$ cat config.mk
export PLATFORM = sky130hd
export DESIGN_NAME = aes_round_sequencer
export DESIGN_NICKNAME = d
export VERILOG_FILES = /design/src/rtl/aes_pkg.sv /design/src/rtl/aes_round_sequencer.sv
export SDC_FILE = /design/constraint.sdc
export NUM_CORES = 1
export LEC_CHECK = 0
export ABC_AREA = 1
export CAP_MARGIN = 10
export CORE_AREA = 4 4 303 305
export DETAILED_ROUTE_END_ITERATION = 10
export DIE_AREA = 0 0 307 309
export GPL_TIMING_DRIVEN = 0
export PLACE_DENSITY_LB_ADDON = 0.12
export SLEW_MARGIN = 30
export SYNTH_ARGS = -nofsm -noshare
export SYNTH_HDL_FRONTEND = slang
export SYNTH_SLANG_ARGS = --single-unit
$ cat constraint.sdc
create_clock -name sys_clk -period 1.5 [get_ports sys_clk]
set_input_delay 0.15 -clock sys_clk [delete_from_list [all_inputs] [get_ports sys_clk]]
set_output_delay 0.15 -clock sys_clk [all_outputs]
set_load 0.005 [all_outputs]
$ cat src/rtl/aes_pkg.sv
// Shared AES definitions: block width, round counts for the three key sizes,
// the round sequencer state encoding and GF(2^8) helpers used by the datapath.
package aes_pkg;

    localparam int AES_BLOCK_W = 128;
    localparam int NR_128      = 10;
    localparam int NR_192      = 12;
    localparam int NR_256      = 14;

    typedef enum logic [2:0] {
        IDLE,
        KEY0,
        KEYREQ,
        APPLY,
        DONE
    } seq_state_e;

    function automatic logic [7:0] xtime(input logic [7:0] a);
        return a[7] ? ({a[6:0], 1'b0} ^ 8'h1b) : {a[6:0], 1'b0};
    endfunction

    function automatic logic [7:0] gf_mul(input logic [7:0] a, input logic [7:0] b);
        logic [7:0] p;
        logic [7:0] x;
        p = 8'h00;
        x = a;
        for (int i = 0; i < 8; i++) begin
            if (b[i]) p = p ^ x;
            x = xtime(x);
        end
        return p;
    endfunction

    // S-box computed as the affine map of the field inverse a^254
    // (254 = 2+4+...+128), with 0 mapping to 0 before the affine step.
    function automatic logic [7:0] sbox(input logic [7:0] a);
        logic [7:0] sq;
        logic [7:0] inv;
        sq  = a;
        inv = 8'h01;
        for (int i = 1; i < 8; i++) begin
            sq  = gf_mul(sq, sq);
            inv = gf_mul(inv, sq);
        end
        return inv ^ {inv[6:0], inv[7]} ^ {inv[5:0], inv[7:6]}
                   ^ {inv[4:0], inv[7:5]} ^ {inv[3:0], inv[7:4]} ^ 8'h63;
    endfunction

endpackage

$ cat src/rtl/aes_round_sequencer.sv
// Sequences one AES encryption over an external single-round datapath.
// Fetches each round key over rk_req/rk_ack, drives the datapath and latches
// its result into the 128-bit state register (sole writer of the AES state).
// Optional feature: define AES_SEQ_ABORT_EN to add the synchronous abort port.
// Ports:
//   sys_clk, sys_rst_n          clock, async active-low reset
//   in_valid/in_ready/in_block  plaintext input stream
//   out_valid/out_ready/out_block ciphertext output stream
//   rk_req/rk_idx/rk_ack/rk_key round-key fetch handshake
//   dp_state/dp_key/dp_mix_en/dp_result round datapath connection
//   busy, round                 status
//   abort                       synchronous abort (AES_SEQ_ABORT_EN only)
//
// state  | meaning
// IDLE   | waiting for a plaintext block, in_ready high
// KEY0   | fetching round key 0 for the initial AddRoundKey
// KEYREQ | fetching round key `round` into the key register
// APPLY  | datapath result written into the state register
// DONE   | ciphertext presented until out_ready
module aes_round_sequencer
    import aes_pkg::*;
#(
    parameter int NR = NR_128
) (
    input  logic                   sys_clk,
    input  logic                   sys_rst_n,
    input  logic                   in_valid,
    output logic                   in_ready,
    input  logic [AES_BLOCK_W-1:0] in_block,
    output logic                   out_valid,
    input  logic                   out_ready,
    output logic [AES_BLOCK_W-1:0] out_block,
    output logic                   rk_req,
    output logic [3:0]             rk_idx,
    input  logic                   rk_ack,
    input  logic [AES_BLOCK_W-1:0] rk_key,
    output logic [AES_BLOCK_W-1:0] dp_state,
    output logic [AES_BLOCK_W-1:0] dp_key,
    output logic                   dp_mix_en,
    input  logic [AES_BLOCK_W-1:0] dp_result,
    output logic                   busy,
    output logic [3:0]             round
`ifdef AES_SEQ_ABORT_EN
    ,
    input  logic                   abort
`endif
);

    localparam logic [3:0] NR_W = 4'(NR);

    seq_state_e             fsm_q, fsm_d;
    logic [AES_BLOCK_W-1:0] state_q, state_d;
    logic [AES_BLOCK_W-1:0] key_q, key_d;
    logic [3:0]             round_q, round_d;

    always_ff @(posedge sys_clk or negedge sys_rst_n) begin
        if (!sys_rst_n) begin
            fsm_q   <= IDLE;
            state_q <= '0;
            key_q   <= '0;
            round_q <= '0;
        end else begin
            fsm_q   <= fsm_d;
            state_q <= state_d;
            key_q   <= key_d;
            round_q <= round_d;
        end
    end

    always_comb begin
        fsm_d     = fsm_q;
        state_d   = state_q;
        key_d     = key_q;
        round_d   = round_q;
        in_ready  = 1'b0;
        out_valid = 1'b0;
        rk_req    = 1'b0;
        rk_idx    = round_q;
        dp_mix_en = 1'b0;
        case (fsm_q)
            IDLE: begin
                in_ready = 1'b1;
                if (in_valid) begin
                    state_d = in_block;
                    round_d = 4'd0;
                    fsm_d   = KEY0;
                end
            end
            KEY0: begin
                rk_req = 1'b1;
                rk_idx = 4'd0;
                if (rk_ack) begin
                    state_d = state_q ^ rk_key;
                    round_d = 4'd1;
                    fsm_d   = KEYREQ;
                end
            end
            KEYREQ: begin
                rk_req = 1'b1;
                if (rk_ack) begin
                    key_d = rk_key;
                    fsm_d = APPLY;
                end
            end
            APPLY: begin
                dp_mix_en = (round_q != NR_W);
                state_d   = dp_result;
                if (round_q == NR_W) begin
                    fsm_d = DONE;
                end else begin
                    round_d = round_q + 4'd1;
                    fsm_d   = KEYREQ;
                end
            end
            DONE: begin
                out_valid = 1'b1;
                if (out_ready) fsm_d = IDLE;
            end
            default: fsm_d = IDLE;
        endcase
`ifdef AES_SEQ_ABORT_EN
        // Abort wins over every handshake; a key acked this cycle is dropped.
        if (abort) begin
            fsm_d   = IDLE;
            state_d = '0;
            key_d   = key_q;
            round_d = '0;
        end
`endif
    end

    assign out_block = state_q;
    assign dp_state  = state_q;
    assign dp_key    = key_q;
    assign busy      = (fsm_q != IDLE);
    assign round     = round_q;

endmodule
* Word-level counts from Yosys, hierarchy flattened
Cells that the tools add are included. W data, S select, Z words.
Cells by class: add/sub/neg operators 1, $mul 0, divide/modulo/power cells 0, order comparisons 0, eq/ne operators 11, shifts and indexed selects 0, multiplexer cells 18, bitwise logic cells 1, reduce and logical (&&, ||, !) cells 8
Operators by type and width (number):
- $pmux W128 S3 | 1
- $mux W128 | 2
- $xor A128 B128 Y128 | 1
- $mux W4 | 4
- $mux W3 | 5
- $pmux W3 S5 | 1
- $pmux W4 S3 | 1
- $ne A2 B2 Y1 const B | 5
- $reduce_and A4 Y1 | 2
- $eq A3 B2 Y1 const B | 2
- $reduce_bool A3 Y1 | 2
- $add A4 B1 Y4 const B | 1
- $eq A4 B4 Y1 const B | 1
- $mux W1 | 4
- $ne A4 B4 Y1 const B | 1
- $eq A3 B1 Y1 const B | 1
- $eq A3 B3 Y1 const B | 1
- $logic_not A3 Y1 | 1
- $reduce_and A3 Y1 | 1
- $reduce_and A2 Y1 | 1
- $reduce_or A2 Y1 | 1
Storage, ports and cells: register bits after elaboration 263, bits in latches 0, memory bits (writable) 0, bits in read-only memories 0, input bits 389, memories kept 0

* Longest topological paths before layout
depth in word-level cells 3, gate-level depth with buffers 9

* Worst setup path before layout
OpenSTA, ideal clock, no wires.
path kind register to register, start point register fsm_q[0], end point register state_q[78] (netlist: dp_state[78]), setup time 0.117 ns, arrival time 1.326 ns, required time 1.383 ns, setup slack 0.058 ns, cell stages (with the launch flop) 9, path buffers 2, cells stage by stage dfrtp_1 -> nor2_2 -> nand3b_1 -> nand3_2 -> inv_2 -> buf_2 -> buf_2 -> nand2_1 -> nand2_1
Between the ends: word-level cells in the longest chain between the ends 3
RTL lines:
- start: declaration | RTL line aes_round_sequencer.sv:51 | seq_state_e fsm_q, fsm_d;
- start signal: assignment | RTL line aes_round_sequencer.sv:63 | fsm_q <= fsm_d;
- $eq A3 B1 Y1, or another cell as far along | RTL line aes_round_sequencer.sv:80 | case (fsm_q)
- $ne A2 B2 Y1 (no source line) / $reduce_bool A3 Y1 (equally long branches)
- $reduce_and A3 Y1 (no source line)
- end signal: assignment | RTL line aes_round_sequencer.sv:64 | state_q <= state_d;
- end: declaration | RTL line aes_round_sequencer.sv:52 | logic [AES_BLOCK_W-1:0] state_q, state_d;
Several ways; a longest one is shown, not always the timed one. A chain may end at the register's enable or synchronous reset.

* Worst setup path in the final report
start point register fsm_q[2], end point output rk_idx[1]
Between the ends: word-level cells in the longest chain between the ends 2
RTL lines:
- $eq A3 B1 Y1 | RTL line aes_round_sequencer.sv:80
- $mux W4 | RTL line aes_round_sequencer.sv:80
- end: declaration | RTL line aes_round_sequencer.sv:34 | output logic [3:0] rk_idx,
Every way passes these cells.

==> impl_results.md <==
- Outcome: complete, but fails checks
- Violated checks: negative setup slack
- Total core area: between 80000 and 90000 sq um
- Mapped Cells: 2050
- Critical path data arrival time: approximately 1.7 ns
- Post-synth top area share: 0.446
- CTS tree: built
- Req. time, crit path: 1.35 ns
- # IOs: about 790
- Layout cell share with drive strength beyond 1: 0.172
- Crit path max fanout: 6
- HP Class: input port to asynchronous set/reset pin
- Worst R2R Path Depth: 8
- Core Rows: 110
- Final period util: 1.20
- Count leader, synth: nand2_1
- CTS max path bufs: 3
- Synth area leader: dfrtp_1
- Highest clock rate: 0.553 GHz
- Die height: slightly above 300 um
- CTS sink count: 263
- Clk Latency, worst-skew pair: around 0.55 ns
- Area of the multi-input gates: 6260 sq um
- Die area: 94900 sq um
- Max rail drop VDD: roughly 0.0007 V
- Most common library cells after synthesis: nand2_1, dfrtp_1, inv_1
- EDFF count, synth: 0
- Die width: 307 um
- CTS root buffer: clkbuf_16
- Synthesized net count: 2441
- DRT iter0 DRCs: about 670
- Fin. Hold Viols: 0
- Area contributors post-synth: dfrtp_1, nand2_1, buf_4
- Number of global-route vias before repair: 16.5k
- Total Wirelength: approximately 83000 um
- Pins Over Slew Limit: 0
- Worst rel slew slack: 0.601
- Final net count: ~3.3k
- Kind of end point of the critical path: primary output
- Flops & latches, synth: 263
- Reg2Reg Setup Slack: -0.28 ns
- Congestion Overflow GR: 0
- Final worst slack: -0.307 ns
- Design area: 26300 sq um
- Final setup viols: 578
- Ys Warns: 0
- Max-cap violation count: 0
- Worst slew pin tran: 0.598 ns
- Mapped cell area: between 10000 and 15000 sq um
- Pre-antenna DRT Iters: 5
- Placement Cell Area: 24200 sq um
- # DRC: 0
- DRT antenna net count: 0
- Wire length per cell: just over 20 um
- P_leak: roughly 13 nW
- Htree depth: 2
- Avg Vias per Cell: 3.89
- Register area: 6670 sq um
- Worst Skew: 0.0197 ns
- CTS buffer count: 38
- Starting Density: 0.165
- All-Layer GR Usage: 0.165
- Port Buffer Count: 785
- Largest net degree at the start of global routing: 73
- RSZ-0062 raised after global routing: true
- Pre-CTS setup slack: -0.876 ns
- Routability cong.: 0.823
- Library cells used by synthesis: 22
- P per Cell Area: roughly 2200 nW/um^2
- Global-route wire length before repair: 115000 um
- Crit Path Category: flop to primary output
- Syn Area/Cell: 7.20 sq um
- Clock transition at path regs: approximately 0.060 ns
- R2r endpoint: dp_state[54]$_DFFE_PN0P_
- HPWL after DPL: 64000 um
- Worst hold-check slack: 0.162 ns
- Initial antenna violation count: 13
- Synth-to-layout area growth: 78.1%
- Vias: around 16k
- Filler cell count: 9684
- Reg2Reg Launch Point: fsm_q[2]$_DFFE_PN0P_
- CP startpoint kind: flop
- Top FF cell, synth: dfrtp_1
- Synth async-reset ratio: 1.00
- Sequential area share after synthesis: 0.446
- Min cycle time layout: 1.81 ns
## repair_timing
action / CTS / global route
endpoints found under the setup margin: 659 / 666
pin swaps: 7 / 8
hold buffers: 1 / 0
setup buffers: 9 / 3
gates resized for setup: 302 / 132
gates cloned: 0 / 4
hold endpoints to repair: 64 / 0
## flip-flops by register name, summed over array words and instances (netlist names)
signal / cells
dp_state: 128
dp_key: 128
round: 4
fsm_q: 3
## report_power, final
part / internal (mW) / switching [mW]
sequential: 10.7 / 3.62
combinational: 17.5 / 15.8
clock: 6.28 / 3.62
## worst max path at each step
stage | start | to | depth (start not counted)
final | fsm_q[2]$_DFFE_PN0P_ | rk_idx[1] | 6
after global routing | fsm_q[1]$_DFFE_PN0P_ | dp_mix_en | 7
after CTS | fsm_q[1]$_DFFE_PN0P_ | dp_mix_en | 7
after detailed placement | rk_ack | dp_state[108]$_DFFE_PN0P_ | 9
after global placement | sys_rst_n | dp_key[63]$_DFFE_PN0P_ | 1
after floorplan | fsm_q[0]$_DFFE_PN0P_ | dp_state[78]$_DFFE_PN0P_ | 8
## stage by stage
| stage | TNS, ns | util | power, mW | std cells |
|---|---|---|---|---|
| 2_1_floorplan | 0 | - | 26.8 | 2050 |
| 3_3_place_gp | -3645.59 | 0.270 | 45.7 | 4011 |
| 3_5_place_dp | -172.97 | 0.271 | 45.8 | 4014 |
| 4_1_cts | -130.76 | 0.290 | 57.5 | 4089 |
| 5_1_grt | -143.65 | 0.294 | 62.2 | 4098 |
| 6_report | -89.49 | 0.294 | 57.5 | 4100 |
## layer usage
layer / track usage / vias to the layer above / routed length, um / share of wire
met2: 0.308 / 478 / 43300 / 0.52
li1: - / 7798 / - / -
met3: 0.0457 / 106 / 5600 / 0.067
met4: 0.0415 / 14 / 1680 / 0.020
met1: 0.187 / 7569 / 32400 / 0.39
met5: 0 / - / 103 / 0.0012
## final cells by class
cell class,count,area share
multi-input combinational,1391,0.238
antenna,5,0.000476
inverter,168,0.0243
tap,1176,0.0560
sequential,263,0.254
clock buffer,58,0.0437
clock inverter,7,0.00704
timing repair buffer,805,0.304
buffer,227,0.0723
## logic make-up after synthesis
group	share of synthesized area
AO/OA/AOI/OAI	0.0449
XOR/XNOR	0.0623
adder cells (fa/ha/maj)	0.00169
buffers and inverters	0.139
flip-flops	0.446
AND/OR/NAND/NOR	0.306
## placed cells by master, fill, tap and decap left out, types with 3 or more instances in the layout
master and instances:
clkbuf_8 8, buf_2 11, dfrtp_2 67, diode_2 5
buf_6 43, o21ai_0 130, clkbuf_4 7, nand2_2 29
buf_12 12, buf_8 6, nand2_4 3, buf_16 3
clkbuf_1 12, buf_4 227, inv_1 160, nand2_1 968
nor2_4 4, clkdlybuf4s50_1 696, inv_2 6, bufinv_16 6
clkbuf_16 44, nand3_1 136, nor2_1 6, xor2_1 104
dfrtp_1 196, clkbuf_2 18
## critical path, stage by stage, from the launching register on
cell and delay, ns:
dfrtp_2 0.47, buf_12 0.15, nor2_4 0.10, nand2_4 0.12, nand2_1 0.10, inv_1 0.05, buf_6 0.12
No activity file was read; power rests on OpenSTA's default activity.
